$ cat src/rtl/vga_timing_controller.sv
// vga_timing_controller: 640x480@60 Hz raster timing generator on the pixel clock.
// Produces pixel/line counters, active-low hsync/vsync, display enable (blank,
// high = visible), frame/vblank strobes and a completed-frame counter.
// Every output is registered and decoded from the next-state counter values,
// so all of them describe the same (DrawX, DrawY) in the same cycle.
// Optional feature: define VGA_SYNC_DELAY_EN to delay hs/vs by PIPE_DELAY clocks
// so they line up with the downstream mappers' RGB latency.
module vga_timing_controller #(
  parameter int H_VISIBLE  = 640,
  parameter int H_FP       = 16,
  parameter int H_SYNC     = 96,
  parameter int H_BP       = 48,
  parameter int V_VISIBLE  = 480,
  parameter int V_FP       = 10,
  parameter int V_SYNC     = 2,
  parameter int V_BP       = 33,
  parameter int PIPE_DELAY = 2
) (
  input  logic       vga_clk,
  input  logic       reset,
  output logic [9:0] DrawX,
  output logic [9:0] DrawY,
  output logic       blank,
  output logic       hs,
  output logic       vs,
  output logic       frame_start,
  output logic       vblank_start,
  output logic [7:0] frame_count
);

  localparam int H_TOTAL = H_VISIBLE + H_FP + H_SYNC + H_BP;
  localparam int V_TOTAL = V_VISIBLE + V_FP + V_SYNC + V_BP;

  // Counters are 10 bits wide, so totals beyond 1024 cannot be represented.
  generate
    if (H_TOTAL > 1024 || V_TOTAL > 1024) begin : g_bad_total
      $error("vga_timing_controller: H_TOTAL and V_TOTAL must be <= 1024");
    end
    if (PIPE_DELAY < 1 || PIPE_DELAY > 4) begin : g_bad_delay
      $error("vga_timing_controller: PIPE_DELAY must be in 1..4");
    end
  endgenerate

  localparam logic [9:0] H_LAST     = 10'(H_TOTAL - 1);
  localparam logic [9:0] V_LAST     = 10'(V_TOTAL - 1);
  localparam logic [9:0] H_VIS      = 10'(H_VISIBLE);
  localparam logic [9:0] V_VIS      = 10'(V_VISIBLE);
  localparam logic [9:0] H_SYNC_BEG = 10'(H_VISIBLE + H_FP);
  localparam logic [9:0] H_SYNC_END = 10'(H_VISIBLE + H_FP + H_SYNC);
  localparam logic [9:0] V_SYNC_BEG = 10'(V_VISIBLE + V_FP);
  localparam logic [9:0] V_SYNC_END = 10'(V_VISIBLE + V_FP + V_SYNC);

  logic [9:0] x_q, x_d;
  logic [9:0] y_q, y_d;
  logic       blank_q, blank_d;
  logic       hs_q, hs_d;
  logic       vs_q, vs_d;
  logic       frame_start_q, frame_start_d;
  logic       vblank_start_q, vblank_start_d;
  logic [7:0] frame_count_q, frame_count_d;

  // Next raster position and the decode of that position, so registered outputs stay coherent.
  always_comb begin
    x_d = x_q + 10'd1;
    y_d = y_q;
    if (x_q == H_LAST) begin
      x_d = 10'd0;
      if (y_q == V_LAST) begin
        y_d = 10'd0;
      end else begin
        y_d = y_q + 10'd1;
      end
    end

    blank_d        = (x_d < H_VIS) && (y_d < V_VIS);
    hs_d           = !((x_d >= H_SYNC_BEG) && (x_d < H_SYNC_END));
    vs_d           = !((y_d >= V_SYNC_BEG) && (y_d < V_SYNC_END));
    frame_start_d  = (x_d == 10'd0) && (y_d == 10'd0);
    vblank_start_d = (x_d == 10'd0) && (y_d == V_VIS);

    if (frame_start_d) begin
      frame_count_d = frame_count_q + 8'd1;
    end else begin
      frame_count_d = frame_count_q;
    end
  end

  // Timing state; reset parks on the last pixel of a frame, which lies outside visible and sync regions.
  always_ff @(posedge vga_clk) begin
    if (reset) begin
      x_q            <= H_LAST;
      y_q            <= V_LAST;
      blank_q        <= 1'b0;
      hs_q           <= 1'b1;
      vs_q           <= 1'b1;
      frame_start_q  <= 1'b0;
      vblank_start_q <= 1'b0;
      frame_count_q  <= 8'd0;
    end else begin
      x_q            <= x_d;
      y_q            <= y_d;
      blank_q        <= blank_d;
      hs_q           <= hs_d;
      vs_q           <= vs_d;
      frame_start_q  <= frame_start_d;
      vblank_start_q <= vblank_start_d;
      frame_count_q  <= frame_count_d;
    end
  end

  assign DrawX        = x_q;
  assign DrawY        = y_q;
  assign blank        = blank_q;
  assign frame_start  = frame_start_q;
  assign vblank_start = vblank_start_q;
  assign frame_count  = frame_count_q;

`ifdef VGA_SYNC_DELAY_EN
  logic [PIPE_DELAY-1:0] hs_pipe_q, hs_pipe_d;
  logic [PIPE_DELAY-1:0] vs_pipe_q, vs_pipe_d;

  // Shift the coherent syncs along the delay line, newest sample entering stage 0.
  always_comb begin
    hs_pipe_d    = hs_pipe_q;
    vs_pipe_d    = vs_pipe_q;
    hs_pipe_d[0] = hs_q;
    vs_pipe_d[0] = vs_q;
    for (int i = 1; i < PIPE_DELAY; i++) begin
      hs_pipe_d[i] = hs_pipe_q[i-1];
      vs_pipe_d[i] = vs_pipe_q[i-1];
    end
  end

  // Sync delay registers; reset to idle-high so no partial pulse survives a reset.
  always_ff @(posedge vga_clk) begin
    if (reset) begin
      hs_pipe_q <= '1;
      vs_pipe_q <= '1;
    end else begin
      hs_pipe_q <= hs_pipe_d;
      vs_pipe_q <= vs_pipe_d;
    end
  end

  assign hs = hs_pipe_q[PIPE_DELAY-1];
  assign vs = vs_pipe_q[PIPE_DELAY-1];
`else
  assign hs = hs_q;
  assign vs = vs_q;
`endif

endmodule

$ cat config.mk
export PLATFORM = sky130hd
export DESIGN_NAME = vga_timing_controller
export DESIGN_NICKNAME = d
export VERILOG_FILES = /design/src/rtl/vga_timing_controller.sv
export SDC_FILE = /design/constraint.sdc
export NUM_CORES = 1
export LEC_CHECK = 0
export CAP_MARGIN = 20
export CORE_MARGIN = 8
export CORE_UTILIZATION = 50
export CTS_CLUSTER_SIZE = 10
export DETAILED_ROUTE_END_ITERATION = 16
export PLACE_DENSITY = 0.8
export SETUP_SLACK_MARGIN = 0.15
export SYNTH_ARGS = -nofsm -noshare
export SYNTH_HDL_FRONTEND = slang
export SYNTH_SLANG_ARGS = --single-unit
$ cat constraint.sdc
create_clock -name vga_clk -period 8.4 [get_ports vga_clk]
set_input_delay 2.52 -clock vga_clk [delete_from_list [all_inputs] [get_ports vga_clk]]
set_output_delay 2.52 -clock vga_clk [all_outputs]
set_load 0.1 [all_outputs]
; ---- Yosys cells after proc, flatten, opt, wreduce, memory -nomap -nowiden
; Cells that the tools add are included.
[op_classes]
mux = 3
reduce_logical = 9
order_cmp = 6
addsub = 3
n_eq_ne = 3
[op_table]
columns = operator, n
row1 = $mux 10, 3
row2 = $add 10x1->10 const B, 2
row3 = $eq 10x10->1 const B, 2
row4 = $logic_not 10->1, 2
row5 = $lt 10x10->1 const B, 2
row6 = $lt 10x9->1 const B, 2
row7 = $eq 10x9->1 const B, 1
row8 = $ge 10x10->1 const B, 1
row9 = $ge 10x9->1 const B, 1
row10 = $add 8x1->8 const B, 1
row11 = $logic_and 1x1->1, 5
row12 = $logic_not 1->1, 2
[word_totals]
output_inout_bits = 33
ff_bits = 33
word_cells = 32

; ---- Longest topological paths before layout
[depth]
ltp_word = 6
mapped_depth = 10
depth_no_buf = 9

; ---- Least setup slack after synthesis
; Ideal clock, no wire load.
[synth_timing]
path_kind = register to output
from = register x_q[4] (netlist: DrawX[4])
to = output DrawX[4]
t_arrival_ns = 1.067
required_ns = 5.880
stages_incl_launch_ff = 1
n_path_buf = 0
slack_ns = 4.813
path_cell_list = dfxtp_1
[synth_lines]
columns = element, line
row1 = start: declaration, 53  ; logic [9:0] x_q, x_d;
row2 = start signal: assignment, 91  ; x_q <= H_LAST;
row3 = start signal: assignment, 100  ; x_q <= x_d;
row4 = end: declaration, 21  ; output logic [9:0] DrawX,
; No word-level cell between the ends.

; ---- Worst setup path in the final report
[layout_timing]
from = register y_q[4] (netlist: DrawY[4])
to = output DrawY[4]
[layout_lines]
columns = element, line
row1 = start: declaration, 54  ; logic [9:0] y_q, y_d;
row2 = start signal: assignment, 101  ; y_q <= y_d;
row3 = end: declaration, 22  ; output logic [9:0] DrawY,
; No word-level cell between the ends.

==> flow_summary.rst <==
.. list-table::
   :header-rows: 1

   * - Metric
     - Value
   * - Drt wl/cell
     - 15.5 um
   * - Tmin final
     - 4.61 ns
   * - Synthesis warning total
     - 0
   * - Share of post-route cells with drive strength above 1
     - 9.06%
   * - Critical path arrival
     - 2.09 ns
   * - Area contributors post-synth
     - sky130_fd_sc_hd__dfxtp_1 (33%), sky130_fd_sc_hd__nor2_1 (5.6%), sky130_fd_sc_hd__nand3_1 (4.2%), sky130_fd_sc_hd__nor3_1 (3.7%), sky130_fd_sc_hd__xnor2_1 (3.5%)
   * - Actual slew at the worst max-slew pin
     - 0.990 ns
   * - RSZ-0062 raised after global routing
     - no
   * - TritonCTS Buffers
     - 5
   * - Synth area leader
     - sky130_fd_sc_hd__dfxtp_1
   * - Clock tree root driver cell
     - sky130_fd_sc_hd__clkbuf_8
   * - Worst Setup End Kind
     - primary output
   * - Setup Buffers After CTS
     - 0
   * - Total Wirelength
     - 5060 um
   * - Maximum fanout encountered on the critical timing path
     - 10
   * - Vertical die dimension
     - 79.7 um
   * - Gate family responsible for the most delay along the worst path
     - buffers and inverters
   * - Share of the synthesized area in the top cell type
     - 32.6%
   * - Final std cells w/o fill
     - 326
   * - Most instantiated library cell after synthesis
     - sky130_fd_sc_hd__dfxtp_1
   * - Master of the slowest instance on the critical path
     - sky130_fd_sc_hd__clkdlybuf4s50_1
   * - Async SR Flop Fraction
     - 0%
   * - Cell-by-cell listing of the critical path
     - clkdlybuf4s50_1
   * - Number of setup violations in the final report
     - 0
   * - Ratio of final minimum period to clock period
     - 54.9%
   * - Number of global-route vias before repair
     - 1787
   * - Area added between synthesis and finish
     - 22.7%
   * - Number of DRC violations after detailed routing
     - 0
   * - Largest stage delay on the critical path
     - 1.22 ns
   * - HPWL after detailed placement
     - 3630 um
   * - X dimension of the die
     - 79.7 um
   * - Placeable Area
     - 3940 um2
   * - Most frequently used flop master after synthesis
     - sky130_fd_sc_hd__dfxtp_1
   * - Final GP Congestion
     - 0.945
   * - Total routing resource utilization after global routing
     - 16.0%
   * - Die outline area
     - 6350 um2
   * - Worst setup path class
     - flop to primary output
   * - Max-cap viol count
     - 0
   * - Count of flip-flops with a built-in enable after synthesis
     - 0
   * - Number of sinks handled by clock tree synthesis
     - 33
   * - Number of top-level pins
     - 35
   * - Synth cell count leaders
     - sky130_fd_sc_hd__dfxtp_1 (33), sky130_fd_sc_hd__nor2_1 (30), sky130_fd_sc_hd__nand3_1 (17)
   * - Detail-routed via count per cell
     - 5.91
   * - Cell total after placement
     - 318
   * - Global-route wire length before repair
     - 8260 um
   * - Cell count after synthesis
     - 247
   * - Mapped cell area
     - 2030 um2
   * - Cell Pwr Density
     - 350 nW/um2
   * - Final net count
     - 281
   * - Clock input transition at the sequential cells of the worst setup and hold paths
     - 0.07 ns
   * - Timing-limited maximum frequency
     - 0.217 GHz
   * - Data required, critical path
     - 5.88 ns
   * - Clock tree from TritonCTS
     - done
   * - Number of register bits inferred by synthesis
     - 33
   * - Vias
     - 1928
   * - Syn Nets
     - 253
   * - Grt total ovfl
     - 0
   * - Count of filler cells inserted in the layout
     - 347
   * - Relative slew slack
     - 33.8%
   * - Quantity of I/O buffers inserted on ports
     - 34
   * - Hold WC Path Type
     - flop to flop
   * - Antenna Violating Nets Remaining
     - 0
   * - Result of the run
     - completed
   * - DR pass1 iterations
     - 4
   * - Number of hold-slack violations in the final timing report
     - 0
   * - Type of origin of the critical path
     - flop
   * - Initial antenna violation count
     - 0
   * - Post-cts sizing count
     - 0
   * - Maximum buffer depth of the clock tree
     - 2
   * - Maximum level of the CTS H-tree
     - 2
   * - Portion of the post-synthesis area used by sequential elements
     - 32.6%
   * - Final Max Tran Viols
     - 0
   * - Largest net degree at the start of global routing
     - 36
   * - Number of antenna diodes
     - 0
   * - Final-layout setup total negative slack
     - 0 ns
   * - Distinct cell type count of the synthesized netlist
     - 57
   * - Avg Synthesized Cell Area
     - 8.21 um2
   * - Initial standard-cell utilization of the core
     - 51.4%
   * - DRC marker count from the first detailed-route iteration
     - 156
   * - Number of buffers added to fix hold violations after cts
     - 0
   * - Layout Skew
     - 0.00910 ns
   * - IR Drop Worst-Case VDD
     - 264 uV
   * - Leakage power of the design
     - 0.872 nW
   * - Latest clock arrival within the worst-skew pair
     - 0.29 ns
   * - Core Rows
     - 23
   * - CP Buf/Inv Count
     - 1
## power breakdown
part / internal [mW] / total (mW) / switching [mW] / leakage (nW)
registers: 0.180 / 0.231 / 0.0508 / 0.268
logic: 0.144 / 0.484 / 0.340 / 0.545
clock network: 0.0967 / 0.157 / 0.0603 / 0.0585
## placed cells by master (no fill, tap or decap), types with 2 or more instances in the layout
master and count:
sky130_fd_sc_hd__o2111ai_1 2, sky130_fd_sc_hd__inv_1 8, sky130_fd_sc_hd__or2_2 4, sky130_fd_sc_hd__or3_1 4, sky130_fd_sc_hd__mux2_2 4, sky130_fd_sc_hd__clkbuf_8 6, sky130_fd_sc_hd__a41oi_1 2, sky130_fd_sc_hd__and2_1 5
sky130_fd_sc_hd__a211oi_1 5, sky130_fd_sc_hd__a31oi_1 3, sky130_fd_sc_hd__nand4_1 7, sky130_fd_sc_hd__a21o_1 2, sky130_fd_sc_hd__a211o_1 3, sky130_fd_sc_hd__mux2_1 2, sky130_fd_sc_hd__ha_1 4, sky130_fd_sc_hd__a221o_1 2
sky130_fd_sc_hd__nand3_1 17, sky130_fd_sc_hd__o21bai_1 3, sky130_fd_sc_hd__clkdlybuf4s50_1 34, sky130_fd_sc_hd__a21oi_1 9, sky130_fd_sc_hd__nor4_1 3, sky130_fd_sc_hd__dfxtp_1 33, sky130_fd_sc_hd__nor2b_1 7, sky130_fd_sc_hd__nor3_1 15
sky130_fd_sc_hd__o21ai_0 8, sky130_fd_sc_hd__and3_1 6, sky130_fd_sc_hd__nor2_1 30, sky130_fd_sc_hd__o31ai_1 2, sky130_fd_sc_hd__xnor2_1 8, sky130_fd_sc_hd__buf_4 2, sky130_fd_sc_hd__nand2_1 10
## cell families (layout without fill, tap and decap cells)
| group | count (synthesis) | after routing | share of synthesized area [%] |
|---|---|---|---|
| XOR/XNOR | 9 | 9 | 3.89 |
| multiplexers | 6 | 6 | 3.33 |
| flip-flops | 33 | 33 | 32.6 |
| AND/OR/NAND/NOR | 123 | 123 | 35.7 |
| adder cells (fa/ha/maj) | 4 | 4 | 2.47 |
| AO/OA/AOI/OAI | 49 | 49 | 16.9 |
| buffers and inverters | 23 | 52 | 5.12 |
## cell type report
cell class	instances	area [um2]	share of cell area, %
Clock inverter	1	30.0	1.21
Multi-Input combinational cell	191	1260	50.8
Tap cell	50	62.6	2.51
Inverter	8	30.0	1.21
Timing Repair Buffer	36	355	14.3
Clock buffer	7	86.3	3.47
Sequential cell	33	661	26.5
## worst paths after layout
path | start | endpoint | slack, ns | cells past startpoint
setup / recovery | DrawY[4] | DrawY[4] | 3.79 | 1
hold / removal | frame_count[1] | frame_count[1] | 0.54 | 2
setup reg to reg | DrawX[0] | frame_count[3] | 5.09 | 8
hold reg to reg | frame_count[1] | frame_count[1] | 0.54 | 2
## state kept, by name, summed over array words and instances, names as in the netlist
signal        flops
frame_start       1
DrawX            10
blank             1
hs                1
DrawY            10
vblank_start      1
frame_count       8
vs                1
## worst min-delay path, delay by kind of cell (launching register included)
kind	cells	cell delay (ns)
AO/OA/AOI/OAI	2	0.14
flip-flops	1	0.34
## per-stage QoR
stage	utilization [%]	instance area (um2)	power, mW	worst slack [ns]	hold slack [ns]
finish	63.1	2490	0.872	3.79	0.538
global placement	60.2	2370	0.708	4.15	0.518
global route	63.1	2490	0.913	3.77	0.597
detailed placement	60.2	2370	0.712	4.12	0.523
floorplan	-	2030	0.620	4.81	0.968
CTS	63.1	2490	0.870	3.80	0.533
## per-layer routing
metal,GRT usage (%),wire length [um]
met1,19.3,2360
met2,26.7,2340
met3,3.60,262
met4,6.85,106
met5,0,0
Power figures use the tool's default switching activity.
